==> src/rtl/instr_fetch_stage.sv <==
// IF stage of the 16-bit MIPS pipeline: owns the PC and feeds IF/ID.
// Handles stall, redirect+flush, and a HALT word that freezes fetch.
//
// Ports:
//   clk, rst_n       clock, synchronous active-low reset
//   stall            hold PC and IF/ID this cycle
//   redirect         taken branch/jump; loads redirect_pc and flushes
//   redirect_pc      target byte address (bit 0 forced to 0)
//   imem_addr        byte address to async-read memory (= pc)
//   imem_instr       word returned for imem_addr in the same cycle
//   if_id_instr      registered instruction to decode
//   if_id_pc_next    registered pc+2 of that instruction
//   if_id_valid      IF/ID holds a real instruction
//   halted           fetch frozen by a HALT word
//   fetch_count      saturating count of valid IF/ID loads
module instr_fetch_stage #(
  parameter logic [15:0] RESET_PC   = 16'h0000,
  parameter logic [15:0] HALT_INSTR = 16'hFFFF
) (
  input  logic        clk,
  input  logic        rst_n,
  input  logic        stall,
  input  logic        redirect,
  input  logic [15:0] redirect_pc,
  output logic [15:0] imem_addr,
  input  logic [15:0] imem_instr,
  output logic [15:0] if_id_instr,
  output logic [15:0] if_id_pc_next,
  output logic        if_id_valid,
  output logic        halted,
  output logic [15:0] fetch_count
);

  typedef struct packed {
    logic [15:0] instr;
    logic [15:0] pc_next;
    logic        valid;
  } if_id_t;

  typedef enum logic {
    RUN  = 1'b0,
    HALT = 1'b1
  } state_t;

  state_t      state_q;
  state_t      state_d;
  logic [15:0] pc_q;
  logic [15:0] pc_d;
  if_id_t      if_id_q;
  if_id_t      if_id_d;
  logic [15:0] cnt_q;
  logic [15:0] cnt_d;

  logic [15:0] pc_inc;
  logic [15:0] cnt_inc;
  logic        run_go;
  logic        take_redir;
  logic        take_hold;
  logic        take_bub;
  logic        take_halt;
  logic        take_adv;

  assign pc_inc  = pc_q + 16'd2;
  assign cnt_inc = (cnt_q == 16'hFFFF) ? cnt_q
                                       : cnt_q + 16'd1;

  // One-hot action select, priority folded in here
  // so the decoder below is truly exclusive.
  assign take_redir = redirect;
  assign take_hold  = !redirect && stall;
  assign take_bub   = !redirect && !stall
                   && (state_q == HALT);
  assign run_go     = !redirect && !stall
                   && (state_q == RUN);
  assign take_halt  = run_go
                   && (imem_instr == HALT_INSTR);
  assign take_adv   = run_go
                   && (imem_instr != HALT_INSTR);

  always_comb begin
    state_d = state_q;
    pc_d    = pc_q;
    if_id_d = if_id_q;
    cnt_d   = cnt_q;
    unique case (1'b1)
      take_redir: begin
        pc_d          = redirect_pc & 16'hFFFE;
        if_id_d.instr = 16'h0000;
        if_id_d.valid = 1'b0;
        state_d       = RUN;
      end
      take_hold: begin
        state_d = state_q;
      end
      take_bub: begin
        if_id_d.instr = 16'h0000;
        if_id_d.valid = 1'b0;
      end
      take_halt: begin
        // HALT word is issued; pc parks on it
        if_id_d.instr   = imem_instr;
        if_id_d.pc_next = pc_inc;
        if_id_d.valid   = 1'b1;
        cnt_d           = cnt_inc;
        state_d         = HALT;
      end
      take_adv: begin
        if_id_d.instr   = imem_instr;
        if_id_d.pc_next = pc_inc;
        if_id_d.valid   = 1'b1;
        cnt_d           = cnt_inc;
        pc_d            = pc_inc;
      end
      default: begin
        state_d = state_q;
      end
    endcase
  end

  always_ff @(posedge clk) begin
    if (!rst_n) begin
      state_q <= RUN;
      pc_q    <= RESET_PC & 16'hFFFE;
      if_id_q <= '0;
      cnt_q   <= 16'h0000;
    end else begin
      state_q <= state_d;
      pc_q    <= pc_d;
      if_id_q <= if_id_d;
      cnt_q   <= cnt_d;
    end
  end

  assign imem_addr     = pc_q;
  assign if_id_instr   = if_id_q.instr;
  assign if_id_pc_next = if_id_q.pc_next;
  assign if_id_valid   = if_id_q.valid;
  assign halted        = (state_q == HALT);
  assign fetch_count   = cnt_q;

endmodule

==> config.mk <==
export PLATFORM = sky130hd
export DESIGN_NAME = instr_fetch_stage
export DESIGN_NICKNAME = d
export VERILOG_FILES = /design/src/rtl/instr_fetch_stage.sv
export SDC_FILE = /design/constraint.sdc
export NUM_CORES = 1
export LEC_CHECK = 0
export CELL_PAD_IN_SITES_DETAIL_PLACEMENT = 1
export CELL_PAD_IN_SITES_GLOBAL_PLACEMENT = 1
export CORE_ASPECT_RATIO = 0.9
export CORE_MARGIN = 1
export CORE_UTILIZATION = 30
export CTS_CLUSTER_DIAMETER = 80
export DETAILED_ROUTE_END_ITERATION = 10
export PLACE_DENSITY = 0.87
export SLEW_MARGIN = 20
export SYNTH_ARGS = -nofsm -noshare
export SYNTH_HDL_FRONTEND = slang
export SYNTH_SLANG_ARGS = --single-unit
==> constraint.sdc <==
create_clock -name clk -period 2 [get_ports clk]
set_clock_uncertainty 0.15 [all_clocks]
set_input_delay 0.2 -clock clk [delete_from_list [all_inputs] [get_ports clk]]
set_output_delay 0.2 -clock clk [all_outputs]
set_load 0.01 [all_outputs]
# Yosys cells after proc, flatten, opt, wreduce, memory -nomap -nowiden
# Cells that the tools add are included.
[word_totals] reg_bits=66 latch_bits=0 ram_bits=0 mem_bits_ro=0 input_bits=36 out_inout_bits=66 elab_cells=30 mem_count=0
[op_classes] n_addsub=2 n_mul=0 div=0 magnitude_cmp=0 eq_ne=3 shifts=0 muxes=4 bitwise=2 reduce_logical=13
[ops] op="$pmux 16 s2" count=2
[ops] op="$eq 16x16->1 const B" count=2
[ops] op="$add 16x1->16 const B" count=1
[ops] op="$add 16x2->16 const B" count=1
[ops] op="$ne 16x16->1 const B" count=1
[ops] op="$reduce_bool 2->1" count=3
[ops] op="$logic_and 1x1->1" count=5
[ops] op="$pmux 1 s2" count=2
[ops] op="$reduce_or 2->1" count=2
[ops] op="$logic_not 1->1" count=2
[ops] op="$not 1->1" count=2
[ops] op="$reduce_and 2->1" count=1

# Logic depth before layout (Yosys ltp)
# Gate-level depths: netlist of the first run.
[depth] word_depth=6 depth_mapped=6 depth_no_buf=5

# Worst setup path after synthesis of the first run
# No wires, ideal clock.
[synth_timing] path_kind="reg2reg" start="register state_q (netlist: halted)" end="register cnt_q[15] (netlist: fetch_count[15])" setup_time_ns=0.070 arrival_ns=2.005 required_ns=1.780 setup_slack_ns=-0.226 path_stages_with_launch=7 path_buffers=2 synth_period_minus_slack_ns=2.226 cell_sequence="dfxtp_1 > or3_1 > clkbuf_1 > or4_1 > buf_2 > or4_1 > a21oi_1"
[synth_via] elab_chain_len=5 elab_cells_between_ends=6 cone_classes="1 x bitwise; 5 x reduce/logical"
[synth_rtl] element="start, declared" line_no="45" source="state_t state_q;"
[synth_rtl] element="start signal, assigned" line_no="127" source="state_q <= state_d;"
[synth_rtl] element="$not 1->1 *" line_no="74" source="&& (state_q == RUN);"
[synth_rtl] element="$logic_and 1x1->1 *" line_no="74"
[synth_rtl] element="$logic_and 1x1->1 (on tied branches)" line_no="76, 78"
[synth_rtl] element="$reduce_or 2->1 (no source line) *"
[synth_rtl] element="$reduce_and 2->1 (no source line) *"
[synth_rtl] element="end signal, assigned" line_no="130" source="cnt_q <= cnt_d;"
[synth_rtl] element="end, declared" line_no="51" source="logic [15:0] cnt_q;"
# Every way passes the cells marked *; elsewhere a longest branch is shown, timed or not.
# A chain may end at the register's enable or synchronous reset.

# Worst setup path after layout of the first run
[layout_timing] start="input port stall" end="register cnt_q[11] (netlist: fetch_count[11])"
[layout_via] elab_chain_len=6 elab_cells_between_ends=7 cone_classes="7 x reduce/logical"
[layout_rtl] element="start, declared" line_no="22" source="input logic stall,"
[layout_rtl] element="$logic_not 1->1 *" line_no="73" source="assign run_go = !redirect && !stall"
[layout_rtl] element="$logic_and 1x1->1 *" line_no="73"
[layout_rtl] element="$logic_and 1x1->1 *" line_no="74"
[layout_rtl] element="$logic_and 1x1->1 (on tied branches)" line_no="76, 78"
[layout_rtl] element="$reduce_or 2->1 (no source line) *"
[layout_rtl] element="$reduce_and 2->1 (no source line) *"
# Marked as above.

==> implementation parameters, run 1 <==
Parameter                              Value

Timing
  Final total negative setup slack    -0.0786 ns
  Final-report hold violation count    0
  Post-route worst hold slack    0.304 ns
  Final worst-path cycle share    1.02
  Worst slew slack as a fraction of its limit    0.502
  Number of max-slew violations in the final report    0
  Worst Setup Slack, final    -0.0440 ns
  Setup-failing EPs final    2
  Worst Tran Pin Value    0.746 ns
  Maximum clock rate    489 MHz
  Setup repair after global routing missed its margin    yes
  Post-layout min period    2.04 ns

GRT
  Wire length of the first global-routing pass    17000 um
  Via count of the first global-routing pass    3470
  Initial antenna violation count    0
  Pin count of the biggest net entering global routing    22
  GR Util All Layers    0.209
  Remaining global-route overflow    0

Layout
  Area of all placed cells without fillers    0.00465 mm^2
  Fill cell instance count of the final layout    1151
  Number of diodes added for antenna fixing    0
  Fraction of layout cells with a size suffix above 1    0.161
  Sequential standard cell area    0.00129 mm^2
  Area of combinational cells with multiple inputs    0.00164 mm^2
  Post-layout nets    524
  Layout overhead on the synthesized area    55.1%

Floorplan
  Chip Width    107 um
  Site row count    34
  Vertical die dimension    96.8 um
  Initial core utilization    0.309
  Area of the die    0.0104 mm^2
  Core footprint    0.00970 mm^2
  Top-Level Pins    102

CTS
  Clock transition at path regs    0.07 ns
  Number of clock sinks seen by CTS    64
  H-tree depth    3
  Clk Tree Root Cell    sky130_fd_sc_hd__clkbuf_8
  Setup Buffers After CTS    0
  CTS tree    built
  Number of buffers created by CTS    9
  Clock latency on the worst-skew pair    0.35 ns
  Clock buffer depth    2

Placement
  Final GP Congestion    0.857
  Placement-stage cell area    0.00441 mm^2
  Placed wire-length estimate    7770 um
  Input/output buffers    98

Yosys
  Synthesized area divided by synthesized cell count    8.42 um^2
  Count of flip-flops with a built-in enable after synthesis    0
  Main area contributors after synthesis    sky130_fd_sc_hd__dfxtp_1 (43%), sky130_fd_sc_hd__a22oi_1 (4.0%), sky130_fd_sc_hd__nor2_1 (4.0%), sky130_fd_sc_hd__nand2_1 (3.1%), sky130_fd_sc_hd__mux2i_1 (3.0%)
  Number of distinct standard cells referenced by the synthesized netlist    47
  Share of the synthesized area in the top cell type    0.427
  Area leader, netlist    sky130_fd_sc_hd__dfxtp_1
  Flop and latch count out of synthesis    64
  Fraction of synthesis flops using an asynchronous set or reset pin    0
  Post-synthesis instance area    0.00300 mm^2
  Dominant synthesized flop cell    sky130_fd_sc_hd__dfxtp_1
  Synthesis warning total    0
  Post-Synthesis Cells    356
  Sequential area share after synthesis    0.427

Run status
  Failing checks    setup timing
  Run status    finished with violations

Critical path
  Max stage delay on crit path    0.56 ns
  Crit start category    input pin
  CP Data Required Time    2.13 ns
  Number of buffer and inverter stages on the critical path    1
  Category of the critical setup timing path    input pin to flip-flop
  Critical path cell sequence    clkdlybuf4s50_1 > or3_4 > or4_4 > or4_1 > a21oi_1
  CP max stage cell    sky130_fd_sc_hd__or4_4
  Nature of the critical path endpoint    flip-flop
  Worst path arrival time    2.17 ns
  Cell family with the largest share of critical-path delay    simple AND/OR/NAND/NOR gates
  Worst Path Max Fanout    6

Flow run
  Max-cap viol count    0

Drt
  Routed WL    10600 um
  Average wire per standard cell    17.1 um
  Post-route antenna net violation count    0
  Drt drc    0
  Avg Vias per Cell    5.37
  Violation count after the first detailed-routing iteration    112
  Pre-Repair DR Iteration Count    4
  Via Count    3316

Power and ir drop
  Static leakage    1.61 nW
  Peak VDD IR    0.325 mV
  Final Total Pwr    2.99 mW
  Pwr/cell area    643 mW/mm^2

Hold path
  Tightest Hold Check Type    input pin to flip-flop
Yosys cell counts, types with 4 or more instances:
library cell,n
sky130_fd_sc_hd__a31oi_1,8
sky130_fd_sc_hd__o21ai_0,17
sky130_fd_sc_hd__or4_1,8
sky130_fd_sc_hd__and4_1,4
sky130_fd_sc_hd__xnor2_1,6
sky130_fd_sc_hd__a21oi_1,17
sky130_fd_sc_hd__nand2b_1,9
sky130_fd_sc_hd__clkbuf_1,24
sky130_fd_sc_hd__xor2_1,5
sky130_fd_sc_hd__nor3_1,12
sky130_fd_sc_hd__nand3_1,14
sky130_fd_sc_hd__o31ai_1,5
sky130_fd_sc_hd__a22oi_1,16
sky130_fd_sc_hd__nor2_1,32
sky130_fd_sc_hd__nand2_1,25
sky130_fd_sc_hd__a211oi_1,10
sky130_fd_sc_hd__or3_1,7
sky130_fd_sc_hd__o211ai_1,5
sky130_fd_sc_hd__nand4_1,14
sky130_fd_sc_hd__dfxtp_1,64
sky130_fd_sc_hd__nor4_1,8
sky130_fd_sc_hd__inv_1,6
sky130_fd_sc_hd__mux2i_1,9
sequential cells by signal (all words and copies together) (netlist names):
name / flops
if_id_valid: 1
halted: 1
imem_addr: 15
if_id_instr: 16
fetch_count: 16
if_id_pc_next: 15
cell type report:
cell class,count,share of cell area
clock buffers,13,0.0342
multi-input cells,258,0.353
inverters,7,0.00565
repair buffers,146,0.288
clock inverters,3,0.00861
flip-flops and latches,64,0.277
well taps,126,0.0339
stage by stage:
step	util	std cells	setup WS, ns
after detailed placement	0.455	601	-0.474
after global routing	0.479	617	-0.0635
after CTS	0.477	617	0.00825
after floorplan	-	357	-0.0873
after global placement	0.455	601	-0.374
final	0.479	617	-0.0440
tightest hold or removal path: cells and delay by family:
family          cells  cell delay (ns)
compound gates      1             0.05
simple gates        1             0.09
buf+inv             1             0.40
cells in the final DEF, fill, tap and decap left out, types with 11 or more instances in the layout:
master	synthesis	routed
sky130_fd_sc_hd__a21oi_1	17	16
sky130_fd_sc_hd__o21ai_0	17	17
sky130_fd_sc_hd__nand3_1	14	14
sky130_fd_sc_hd__dfxtp_1	64	61
sky130_fd_sc_hd__nand4_1	14	14
sky130_fd_sc_hd__a22oi_1	16	16
sky130_fd_sc_hd__buf_4	2	48
sky130_fd_sc_hd__clkbuf_8	0	11
sky130_fd_sc_hd__nor2_1	32	31
sky130_fd_sc_hd__clkdlybuf4s50_1	0	97
sky130_fd_sc_hd__nand2_1	25	25
timing repair:
item | 4_1_cts | 5_1_grt
setup endpoints to repair | 21 | 6
pin swaps | 0 | 3
gates resized for setup | 5 | 5
hold buffers | 0 | 0
kinds of logic (layout without fill, tap and decap cells):
group	after synthesis	in the layout	synth area share
xor+xnor	11	11	0.0321
fa+ha+maj	2	2	0.00835
compound gates	97	97	0.218
mux	9	9	0.0301
simple gates	137	137	0.236
buf+inv	35	169	0.0467
other cells	1	2	0.00125
flops	64	64	0.427
routing by layer:
metal,part of all wire,track usage,up-vias
li1,-,-,1595
met1,0.43,0.244,1636
met2,0.52,0.379,75
met3,0.042,0.0398,10
met4,0.011,0.0643,0
met5,0,0,-
worst paths after layout:
check                                 startpoint               end  slack (ns)  cells after the start
worst max register to register            halted   fetch_count[11]       -0.03                      4
worst min register to register  if_id_pc_next[2]  if_id_pc_next[2]        0.32                      2
worst min-delay path              redirect_pc[1]      imem_addr[1]        0.30                      3
worst max-delay path                       stall   fetch_count[11]       -0.04                      5
power by group:
group          internal [mW]  switching (mW)  leakage (nW)
combinational          0.254           0.222         0.986
sequential              1.33          0.0426         0.525
clock                  0.641           0.504         0.103
total                   2.22           0.768          1.61
No activity file was read; power rests on OpenSTA's default activity.
==> run 2: changes to the inputs <==
- SETUP_SLACK_MARGIN: not set -> 0.15
==> implementation parameters, run 2 (synthesis gave the netlist of run 1 again) <==
Parameter                              Value

Timing
  Worst slew slack as a fraction of its limit    0.539 (was 0.502)
  Final-report hold violation count    0 (unchanged)
  Number of max-slew violations in the final report    0 (unchanged)
  Worst Setup Slack, final    -0.0868 ns (was -0.0440 ns)
  Post-route worst hold slack    0.0132 ns (was 0.304 ns)
  Final worst-path cycle share    1.04 (was 1.02)
  Setup repair after global routing missed its margin    yes (unchanged)
  Setup-failing EPs final    3 (was 2)
  Post-layout min period    2.09 ns (was 2.04 ns)
  Worst Tran Pin Value    0.690 ns (was 0.746 ns)
  Maximum clock rate    479 MHz (was 489 MHz)

Layout
  Fill cell instance count of the final layout    1131 (was 1151)
  Post-layout nets    540 (was 524)
  Number of diodes added for antenna fixing    0 (unchanged)
  Fraction of layout cells with a size suffix above 1    0.251 (was 0.161)
  Most frequent cells in the layout    sky130_fd_sc_hd__clkdlybuf4s50_1 (84), sky130_fd_sc_hd__dfxtp_1 (54), sky130_fd_sc_hd__buf_4 (50) (was sky130_fd_sc_hd__clkdlybuf4s50_1 (97), sky130_fd_sc_hd__dfxtp_1 (61), sky130_fd_sc_hd__buf_4 (48))
  Layout overhead on the synthesized area    68.6% (was 55.1%)
  Area of all placed cells without fillers    0.00505 mm^2 (was 0.00465 mm^2)
  Most common library cell in the layout ignoring fill and taps    sky130_fd_sc_hd__clkdlybuf4s50_1 (unchanged)

Power and ir drop
  Power spent charging and discharging nets    0.792 mW (was 0.768 mW)
  Portion of total power attributed to sequential cells    0.454 (was 0.458)
  Peak VDD IR    0.275 mV (was 0.325 mV)
  Pwr/cell area    603 mW/mm^2 (was 643 mW/mm^2)
  Final Total Pwr    3.05 mW (was 2.99 mW)
  Cell-internal power    2.26 mW (was 2.22 mW)
  Proportion of power drawn by combinational gates    0.160 (was 0.159)
  Clock power share    0.386 (was 0.383)
  Static leakage    1.85 nW (was 1.61 nW)
  Sw Share    0.260 (was 0.257)

Flow run
  Max-cap viol count    0 (unchanged)

Placement
  Input/output buffers    98 (unchanged)
  Placed wire-length estimate    7800 um (was 7770 um)
  Placement-stage cell area    0.00441 mm^2 (about the same)
  Final GP Congestion    0.775 (was 0.857)

Drt
  Avg Vias per Cell    5.53 (was 5.37)
  Violation count after the first detailed-routing iteration    163 (was 112)
  Via Count    3498 (was 3316)
  Routed WL    12000 um (was 10600 um)
  Average wire per standard cell    19.0 um (was 17.1 um)
  Drt drc    0 (unchanged)
  Post-route antenna net violation count    0 (unchanged)
  Pre-Repair DR Iteration Count    4 (unchanged)

Critical path
  Crit start category    flip-flop (was input pin)
  Worst path arrival time    2.15 ns (was 2.17 ns)
  CP Data Required Time    2.06 ns (was 2.13 ns)
  Category of the critical setup timing path    flip-flop to flip-flop (was input pin to flip-flop)
  CP max stage cell    sky130_fd_sc_hd__or4_4 (unchanged)
  Number of buffer and inverter stages on the critical path    0 (was 1)
  Worst Path Max Fanout    5 (was 6)
  Critical path cell sequence    nand4_1 > or4_4 > o41ai_1 > a21oi_2 (was clkdlybuf4s50_1 > or3_4 > or4_4 > or4_1 > a21oi_1)
  Max stage delay on crit path    0.64 ns (was 0.56 ns)
  Nature of the critical path endpoint    flip-flop (unchanged)
  Cell family with the largest share of critical-path delay    simple AND/OR/NAND/NOR gates (unchanged)

CTS
  Clk Tree Root Cell    sky130_fd_sc_hd__clkbuf_8 (unchanged)
  Clock transition at path regs    0.07 ns (about the same)
  Number of buffers created by CTS    9 (unchanged)
  Number of clock sinks seen by CTS    64 (unchanged)
  Quantity of hold-fixing buffers added after cts    0 (unchanged)
  Clock buffer depth    2 (unchanged)
  H-tree depth    3 (unchanged)
  Clock latency on the worst-skew pair    0.35 ns (about the same)
  CTS tree    built (unchanged)

GRT
  GR Util All Layers    0.223 (was 0.209)
  Initial antenna violation count    0 (unchanged)
  Remaining global-route overflow    0 (unchanged)
  Wire length of the first global-routing pass    18300 um (was 17000 um)
  Pin count of the biggest net entering global routing    30 (was 22)
  Via count of the first global-routing pass    3713 (was 3470)

Run status
  Run status    finished with violations (unchanged)
  Failing checks    setup timing (unchanged)

Floorplan
  Site row count    34 (unchanged)
  Area of the die    0.0104 mm^2 (unchanged)
  Core footprint    0.00970 mm^2 (unchanged)
  Top-Level Pins    102 (unchanged)
  Initial core utilization    0.309 (unchanged)
  Chip Width    107 um (unchanged)
  Vertical die dimension    96.8 um (unchanged)

Hold path
  Tightest Hold Check Type    input pin to flip-flop (unchanged)
## run 2: what timing repair did
item | CTS | global route
endpoints found under the setup margin | 35 | 38
gates resized for setup | 41 | 36
pin swaps | 16 | 20
setup buffers | 6 | 9
gates cloned | 0 | 3
## run 2: layout make-up
cell class / instances / area, um^2 / share of cell area
multi-input cells: 258 / 1840 / 0.363
repair buffers: 162 / 1530 / 0.303
flip-flops and latches: 64 / 1300 / 0.257
clock buffers: 12 / 165 / 0.0327
well taps: 126 / 158 / 0.0312
clock inverters: 3 / 40.0 / 0.00792
inverters: 7 / 26.3 / 0.00520
## run 2: power by group through the flow
stage / sequential [mW] / combinational (mW) / clock, mW
6_report: 1.38 / 0.488 / 1.18
5_1_grt: 1.39 / 0.526 / 1.27
4_1_cts: 1.38 / 0.468 / 1.20
3_5_place_dp: 1.40 / 0.461 / 0
3_3_place_gp: 1.40 / 0.444 / 0
2_1_floorplan: 1.42 / 0.168 / 0
## run 2: final timing paths
path | from | end | slack (ns) | cells after the start
worst min register to register | if_id_pc_next[2] | if_id_pc_next[2] | 0.32 | 2
worst max register to register | fetch_count[3] | fetch_count[15] | -0.09 | 4
worst min-delay path | imem_instr[12] | if_id_instr[12] | 0.01 | 3
worst max-delay path | fetch_count[3] | fetch_count[15] | -0.09 | 4
## run 2: per-stage QoR
stage          setup WS (ns)  setup TNS, ns  instances   util
6_report             -0.0868         -0.107        632  0.521
5_1_grt               -0.145         -0.287        632  0.521
4_1_cts             0.000115              0        620  0.496
3_5_place_dp          -0.427         -14.59        599  0.455
3_3_place_gp          -0.322          -9.61        599  0.455
2_1_floorplan        -0.0873         -0.167        357      -
## run 2: routing by layer
metal	part of all wire	global-route usage	routed length [um]	up-vias
met5	0	0	0	-
met4	0.031	0.101	372	0
met3	0.047	0.0512	565	36
met2	0.51	0.394	6090	119
met1	0.42	0.252	4990	1721
li1	-	-	-	1622
## run 2: worst min-delay path, stage by stage
cell and delay (ns):
sky130_fd_sc_hd__dlymetal6s2s_1 0.10, sky130_fd_sc_hd__a22oi_1 0.09, sky130_fd_sc_hd__nor2_1 0.08
==> run 3: changes to the inputs <==
- GPL_TIMING_DRIVEN: not set -> 1
==> results of run 3 <==
No change in the layout: final DEF, timing and power equal those of run 2.
